==> config.mk <==
export PLATFORM = sky130hd
export DESIGN_NAME = tea_arb
export DESIGN_NICKNAME = d
export VERILOG_FILES = /design/src/rtl/tea_arb_pkg.sv /design/src/rtl/tea_arb_rr_pick.sv /design/src/rtl/tea_arb.sv
export SDC_FILE = /design/constraint.sdc
export NUM_CORES = 1
export LEC_CHECK = 0
export BUFFER_PORTS_ARGS = -buffer_cell sky130_fd_sc_hd__buf_2
export CAP_MARGIN = 20
export CELL_PAD_IN_SITES_DETAIL_PLACEMENT = 1
export CELL_PAD_IN_SITES_GLOBAL_PLACEMENT = 2
export CORE_MARGIN = 2
export CORE_UTILIZATION = 22
export DETAILED_ROUTE_END_ITERATION = 12
export GPL_TIMING_DRIVEN = 0
export MAX_ROUTING_LAYER = met4
export PLACE_DENSITY_LB_ADDON = 0.1
export SLEW_MARGIN = 25
export SYNTH_ARGS = -nofsm -noshare
export SYNTH_HDL_FRONTEND = slang
export SYNTH_HIERARCHICAL = 1
export SYNTH_SLANG_ARGS = --single-unit
==> constraint.sdc <==
create_clock -name clk -period 1.8 [get_ports clk]
set_input_delay 0.09 -clock clk [delete_from_list [all_inputs] [get_ports clk]]
set_output_delay 0.09 -clock clk [all_outputs]
set_load 0.05 [all_outputs]
==> src/rtl/tea_arb_pkg.sv <==
// Shared types and constants for the TEA cipher-core arbiter (tea_arb and rr_pick).
package tea_arb_pkg;

    localparam int          NREQ_DEF = 4;
    localparam logic [31:0] ERR_WORD = 32'hDEAD_DEAD;

    typedef enum logic [1:0] {
        IDLE  = 2'd0,
        ISSUE = 2'd1,
        WAIT  = 2'd2,
        DONE  = 2'd3
    } state_e;

    // (base + off) mod n for base < n and off <= n, without a divider.
    function automatic int wrap_idx(input int base, input int off, input int n);
        int s;
        s = base + off;
        return (s >= n) ? (s - n) : s;
    endfunction

endpackage

==> src/rtl/tea_arb_rr_pick.sv <==
// rr_pick: purely combinational round-robin selector; priority starts at ptr+1 and wraps.
module rr_pick
    import tea_arb_pkg::*;
#(
    parameter int NREQ = NREQ_DEF
) (
    input  logic [NREQ-1:0]         req,
    input  logic [$clog2(NREQ)-1:0] ptr,
    output logic                    valid,
    output logic [$clog2(NREQ)-1:0] idx
);

    localparam int IW = $clog2(NREQ);

    // Scan from the farthest offset inward so the slot just after ptr is written last and wins.
    always_comb begin
        idx = '0;
        for (int i = NREQ; i >= 1; i--) begin
            idx = req[wrap_idx(int'(ptr), i, NREQ)] ? IW'(wrap_idx(int'(ptr), i, NREQ)) : idx;
        end
    end

    assign valid = |req;

endmodule

==> src/rtl/tea_arb.sv <==
// tea_arb: shares one TEA cipher core among NREQ requesters with round-robin fairness.
// Defining TEA_ARB_WDOG_EN adds a WAIT-state watchdog, the TMO parameter and the err port.
module tea_arb
    import tea_arb_pkg::*;
#(
    parameter int          NREQ = NREQ_DEF
`ifdef TEA_ARB_WDOG_EN
    ,
    parameter logic [15:0] TMO  = 16'd511
`endif
) (
    input  logic                    clk,
    input  logic                    prstb,
    input  logic [NREQ-1:0]         req,
    input  logic [32*NREQ-1:0]      wdata,
    output logic [NREQ-1:0]         done,
    output logic [31:0]             rdata,
    output logic                    busy,
    output logic [$clog2(NREQ)-1:0] gnt_id,
    output logic                    core_req,
    output logic [31:0]             core_wdata,
    input  logic                    core_ack,
    input  logic [31:0]             core_rdata
`ifdef TEA_ARB_WDOG_EN
    ,
    output logic                    err
`endif
);

    localparam int IW = $clog2(NREQ);

    state_e          state_q, state_d;
    logic [IW-1:0]   ptr_q, ptr_d;
    logic [IW-1:0]   gnt_q, gnt_d;
    logic            busy_q, busy_d;
    logic [NREQ-1:0] done_q, done_d;
    logic [31:0]     rdata_q, rdata_d;
    logic            pick_valid_s;
    logic [IW-1:0]   pick_idx_s;
    logic            tmo_hit_s;

    rr_pick #(.NREQ(NREQ)) u_pick (
        .req   (req),
        .ptr   (ptr_q),
        .valid (pick_valid_s),
        .idx   (pick_idx_s)
    );

`ifdef TEA_ARB_WDOG_EN
    logic [15:0] cnt_q, cnt_d;
    logic        err_q, err_d;

    assign tmo_hit_s = (state_q == WAIT) && (cnt_q == TMO);

    // Watchdog: count WAIT cycles; the error flag is sticky until reset.
    always_comb begin
        cnt_d = 16'd0;
        err_d = err_q;
        if (state_q == WAIT) begin
            cnt_d = cnt_q + 16'd1;
            err_d = err_q | (tmo_hit_s & ~core_ack);
        end else begin
            cnt_d = 16'd0;
        end
    end

    // Watchdog registers.
    always_ff @(posedge clk or negedge prstb) begin
        if (!prstb) begin
            cnt_q <= 16'd0;
            err_q <= 1'b0;
        end else begin
            cnt_q <= cnt_d;
            err_q <= err_d;
        end
    end

    assign err = err_q;
`else
    assign tmo_hit_s = 1'b0;
`endif

    // State and datapath registers.
    always_ff @(posedge clk or negedge prstb) begin
        if (!prstb) begin
            state_q <= IDLE;
            ptr_q   <= IW'(NREQ - 1);
            gnt_q   <= '0;
            busy_q  <= 1'b0;
            done_q  <= '0;
            rdata_q <= 32'd0;
        end else begin
            state_q <= state_d;
            ptr_q   <= ptr_d;
            gnt_q   <= gnt_d;
            busy_q  <= busy_d;
            done_q  <= done_d;
            rdata_q <= rdata_d;
        end
    end

    // Next-state and registered-output update.
    always_comb begin
        state_d = state_q;
        ptr_d   = ptr_q;
        gnt_d   = gnt_q;
        busy_d  = busy_q;
        done_d  = '0;
        rdata_d = rdata_q;
        case (state_q)
            IDLE: begin
                // A core still busy from before reset must finish before anyone is granted.
                if (core_ack && pick_valid_s) begin
                    state_d = ISSUE;
                    gnt_d   = pick_idx_s;
                    busy_d  = 1'b1;
                end else begin
                    state_d = IDLE;
                end
            end
            ISSUE: begin
                state_d = WAIT;
            end
            WAIT: begin
                if (core_ack || tmo_hit_s) begin
                    state_d       = DONE;
                    busy_d        = 1'b0;
                    done_d[gnt_q] = 1'b1;
                    rdata_d       = core_ack ? core_rdata : ERR_WORD;
                end else begin
                    state_d = WAIT;
                end
            end
            DONE: begin
                state_d = IDLE;
                ptr_d   = gnt_q;
            end
            default: begin
                state_d = IDLE;
            end
        endcase
    end

    // Core request decoded from state; wdata is sampled by the core only during ISSUE.
    always_comb begin
        core_req   = 1'b0;
        core_wdata = 32'd0;
        case (state_q)
            ISSUE: begin
                core_req   = 1'b1;
                core_wdata = wdata[{gnt_q, 5'd0} +: 32];
            end
            default: begin
                core_req   = 1'b0;
                core_wdata = 32'd0;
            end
        endcase
    end

    assign done   = done_q;
    assign rdata  = rdata_q;
    assign busy   = busy_q;
    assign gnt_id = gnt_q;

endmodule

==> results of run 1 <==
per-layer routing:
metal | track usage, % | wire, µm
met5 | - | 0
met2 | 27.4 | 5450
met4 | 2.46 | 40
met1 | 17.6 | 4170
met3 | 2.18 | 753
flip-flops by register name, indices dropped and copies added (netlist names):
| register | count |
|---|---|
| ptr_q | 2 |
| gnt_id | 2 |
| busy | 1 |
| done | 4 |
| rdata | 32 |
| state_q | 2 |
layout make-up:
| class | count | area [µm²] | area share, % |
|---|---|---|---|
| plain buffers | 14 | 136 | 2.92 |
| diodes | 1 | 2.50 | 0.0535 |
| clock buffers | 8 | 136 | 2.92 |
| flip-flops and latches | 43 | 1080 | 23.1 |
| multi-input cells | 133 | 1630 | 34.8 |
| repair buffers | 243 | 1460 | 31.2 |
| inverters | 5 | 18.8 | 0.401 |
| well taps | 172 | 215 | 4.60 |
cell families after synthesis:
group,share of synthesized area [%]
AOI/OAI and AO/OA,2.25
and+or+nand+nor,10.3
muxes,41.9
buffers and inverters,4.59
DFF,38.8
adders and majority gates,2.25
power breakdown:
part	total, mW	internal, mW	switching (mW)	leakage, nW
Clock	0.854	0.516	0.338	0.0652
Sequential	1.70	1.46	0.246	0.511
Combinational	5.99	2.43	3.55	1.75
Total	8.54	4.40	4.14	2.32
worst register-to-register path: stages, from the launching register on:
cell and delay [ns]:
dfrtp_1 0.37, inv_1 0.08, ha_1 0.23, nand2_1 0.17, buf_2 0.29, mux2_2 0.37
cells in the final DEF, fill, tap and decap left out, types with 3 or more instances in the layout:
master,instances
and2_1,11
and2_4,21
buf_12,5
buf_2,210
buf_4,9
buf_6,25
buf_8,5
clkbuf_1,3
clkbuf_16,5
dfrtp_1,39
ha_1,4
inv_1,5
mux2_2,36
mux4_1,4
mux4_2,28
nand2_1,3
nand2b_1,3
nor2_1,4
o21ai_0,3
stage by stage:
stage	cells	util (%)
3_3_place_gp	605	33.6
3_5_place_dp	605	33.6
5_1_grt	619	37.5
2_1_floorplan	195	-
6_report	619	37.5
4_1_cts	617	37.4
worst paths after layout:
check	endpoint	slack, ns	depth (start not counted)
setup / recovery	core_wdata[10]	-0.12	6
hold / removal	rdata[4]$_DFFE_PN0P_	0.04	2
setup reg to reg	rdata[30]$_DFFE_PN0P_	0.18	5
hold reg to reg	rdata[16]$_DFFE_PN0P_	0.50	1
max in group asynchronous	gnt_id[1]$_DFFE_PN0P_	1.04	2
min in group asynchronous	rdata[20]$_DFFE_PN0P_	0.35	2
repair_timing:
item | CTS | global route
hold buffers | 0 | 1
pin swaps | 2 | 0
endpoints found under the hold margin | 0 | 41
cloned | 1 | 0
buffers inserted | 3 | 1
resized for setup | 89 | 11
endpoints found under the setup margin | 32 | 32
==> reports/metrics.yaml, run 1 <==
required_ns: 1.71
gp_congestion: 0.747
grt_max_degree: 44
routed_wl_um: 10400
relSlewSlack_pct: 63.3
ys_seq_area_share_pct: 38.8
track_usage_pct: 14.9
drt_iter0_markers: 66
slowest_delay_ns: 0.42
yosys.area.top_type: "dfrtp_1"
vias: 2667
critPathBufInv: 4
power_leakage_nw: 2.32
holdCritPathClass: "input port to register"
synth_edf_count: 0
drive_gt1_share_pct: 79.1
fillers: 1438
cts_tree: "built"
viasPerCell: 4.31
irDropWorstVdd_uv: 1120
start_util_pct: 22.3
synthDistinctLibCells: 26
power_density_mw_per_mm2: 1830
critPathMostFrequentCell: "buf_12"
fp.dieH_um: 116
syn_inst: 195
cp_top_family: "buffers and inverters"
finalSetupTns_ns: -1.73
hold_ws_ns: 0.0421
clkLatencyLatePin_ns: 0.28
total_power_mw: 8.54
maxCapViolations: 0
fin_area_mm2: 0.00468
hp-start: "core_rdata[4]"
numCtsBuffers: 5
dieArea_mm2: 0.0136
cts.clk_slew.worst_paths_ns: 0.06
hpwlAfterDp_um: 8890
rsz0062_at_grt: "yes"
status: "finished with violations"
async_flop_share_pct: 100
cts_root_buffer: "clkbuf_16"
synth_ff_type: "dfrtp_1"
path_cells: "buf_12 > buf_12 > buf_12 > mux4_2 > and2_4 > buf_6"
setup_slack_ns: -0.116
area_growth_syn_to_layout_pct: 68.1
synthesis.nets: 367
die_w_um: 116
criticalPathCategory: "register to output port"
worst-slew-pin-transition_ns: 0.551
ant_nets: 0
synth_seq_cells: 43
grt_antenna_before_repair: 1
grt_overflow_total: 0
cp-start-kind: "register"
drc_errors: 0
end_kind: "output port"
crit_path_start: "gnt_id[0]$_DFFE_PN0P_"
synth_common_cells: "dfrtp_1, mux2_2, and2_1"
skew_ns: 0.00441
ios: 239
yosysMostFrequentCell: "dfrtp_1"
synth-warning-count: 6
avgSynthCellArea_um2: 14.3
nNetsFinal: 617
synth_area_leaders: "dfrtp_1, mux4_2, mux2_2"
violations: "negative setup slack"
io_buffers: 238
clock.fmax_mhz: 522
cts_num_sinks: 43
worstPathArrival_ns: 1.83
period_minus_slack_ns: 1.92
hold_viol_final: 0
wire_per_inst_um: 16.8
r2r-start: "state_q[0]$_DFF_PN0_"
finalMaxSlewViolations: 0
core_area_mm2: 0.0125
min_period_over_period_pct: 106
grt_pass1_wl_um: 15100
place_area_mm2: 0.00419
htree_levels: 2
cts.path.max_buffers: 2
cp_max_fo: 6
grt_pass1_vias: 2846
cp_slowest_cell: "dfrtp_2"
synth_top_area_share_pct: 36.9
setup_viol: 31
preCtsSetupSlack_ns: 0.0745
drt_pass1_iterations: 3
rows: 41
synth_area_mm2: 0.00278
(Power assumes the default switching activity.)
==> run 2, diff against run 1 <==
==> constraint.sdc (replaced) <==
create_clock -name clk -period 2.2 [get_ports clk]
set_input_delay 0.11 -clock clk [delete_from_list [all_inputs] [get_ports clk]]
set_output_delay 0.11 -clock clk [all_outputs]
set_load 0.05 [all_outputs]
==> reports/metrics.yaml, run 2 (same netlist as run 1, synthesis figures left out) <==
end_kind: "output port"
grt_pass1_wl_um: 15800
drt_iter0_markers: 79
hold_viol_final: 0
ant_nets: 0
worstPathArrival_ns: 1.90
io_buffers: 238
required_ns: 2.09
final_common_cell: "buf_2"
viasPerCell: 4.37
largest_reg_flops: 32
gp_congestion: 0.760
holdCritPathClass: "input port to register"
grt_antenna_before_repair: 1
grt_max_degree: 44
track_usage_pct: 15.8
final-seq-area_mm2: 0.00108
routed_wl_um: 10700
cts_root_buffer: "clkbuf_16"
drc_errors: 0
cts_tree: "built"
hpwlAfterDp_um: 9160
htree_levels: 2
core_area_mm2: 0.0125
power_density_mw_per_mm2: 1510
power_leakage_nw: 2.24
irDropWorstVdd_uv: 868
cp_max_fo: 10
drt_pass1_iterations: 4
area_growth_syn_to_layout_pct: 56.9
grt_overflow_total: 0
cts_num_sinks: 43
worst-slew-pin-transition_ns: 0.555
die_w_um: 116
cts.clk_slew.worst_paths_ns: 0.06
skew_ns: 0.00376
drive_gt1_share_pct: 73.3
hp-start: "core_rdata[18]"
numCtsBuffers: 5
dieArea_mm2: 0.0136
min_period_over_period_pct: 91.3
r2r-start: "state_q[0]$_DFF_PN0_"
finalMaxSlewViolations: 0
grt_pass1_vias: 2926
cts.path.max_buffers: 2
setup_slack_ns: 0.192
fp.dieH_um: 116
rsz0062_at_grt: "no"
clkLatencyLatePin_ns: 0.28
setup_viol: 0
finalSetupTns_ns: 0
r2r_setup_slack_ns: 0.57
clock.fmax_mhz: 498
fillers: 1449
rows: 41
ios: 239
post_cts_buffers: 0
relSlewSlack_pct: 63.0
cp-start-kind: "register"
nNetsFinal: 613
criticalPathCategory: "register to output port"
maxCapViolations: 0
status: "finished clean"
preCtsSetupSlack_ns: 0.459
crit_path_start: "gnt_id[0]$_DFFE_PN0P_"
period_minus_slack_ns: 2.01
vias: 2689
multiInputGateArea_mm2: 0.00158
mostFrequentLayoutCells: "buf_2, dfrtp_1, mux2_2, and2_1, mux4_2"
start_util_pct: 22.3
wire_per_inst_um: 17.4
run 2: cell count changes in the layout (fill, tap and decap cells not counted), sizes merged:
cell / change
buf: -5
clkinvlp: +1
run 2: critical path, cell delays in order (launching register included):
cell	delay (ns)
dfrtp_1	0.36
buf_6	0.18
buf_6	0.19
mux4_2	0.51
and2_1	0.17
buf_2	0.21
run 2: layer usage:
layer | global-route usage [%] | wire length (µm) | vias to the layer above
met5 | - | 0 | -
met4 | 4.21 | 204 | 0
met3 | 3.11 | 887 | 12
met2 | 26.6 | 5190 | 155
met1 | 19.4 | 4450 | 1302
li1 | - | - | 1220
run 2: worst paths after layout:
check | end | cells past startpoint
min | rdata[18]$_DFFE_PN0P_ | 2
min reg2reg | rdata[27]$_DFFE_PN0P_ | 1
min in group asynchronous | rdata[7]$_DFFE_PN0P_ | 2
max | core_wdata[28] | 5
max reg2reg | rdata[21]$_DFFE_PN0P_ | 5
max in group asynchronous | rdata[13]$_DFFE_PN0P_ | 2
run 2: area by class of cell:
cell class	count	share of cell area, %
Multi-Input combinational cell	133	36.1
Inverter	5	0.430
Tap cell	172	4.93
Clock inverter	1	0.172
Antenna cell	1	0.0574
Timing Repair Buffer	239	27.6
Sequential cell	43	24.7
Buffer	14	2.49
Clock buffer	7	3.50
run 2: repair_timing:
action | CTS | global route
gates resized for setup | 0 | 0
hold endpoints to repair | 0 | 41
hold buffers | 0 | 1
run 2: power by group:
part | internal, mW | total, mW | switching (mW)
sequential | 1.19 | 1.39 | 0.200
combinational | 1.59 | 4.42 | 2.83
clock | 0.483 | 0.780 | 0.298
total | 3.26 | 6.58 | 3.33
run 2: per-stage QoR:
stage	util (%)	cell area (µm²)	hold WS, ns	power, mW	instances
after floorplan	-	2780	-0.186	4.82	195
after global placement	33.6	4190	0.337	5.84	605
after detailed placement	33.6	4190	0.327	5.88	605
after CTS	34.9	4350	0.0224	6.69	613
after global routing	35.0	4360	0.0541	6.98	615
final	35.0	4360	0.0586	6.58	615
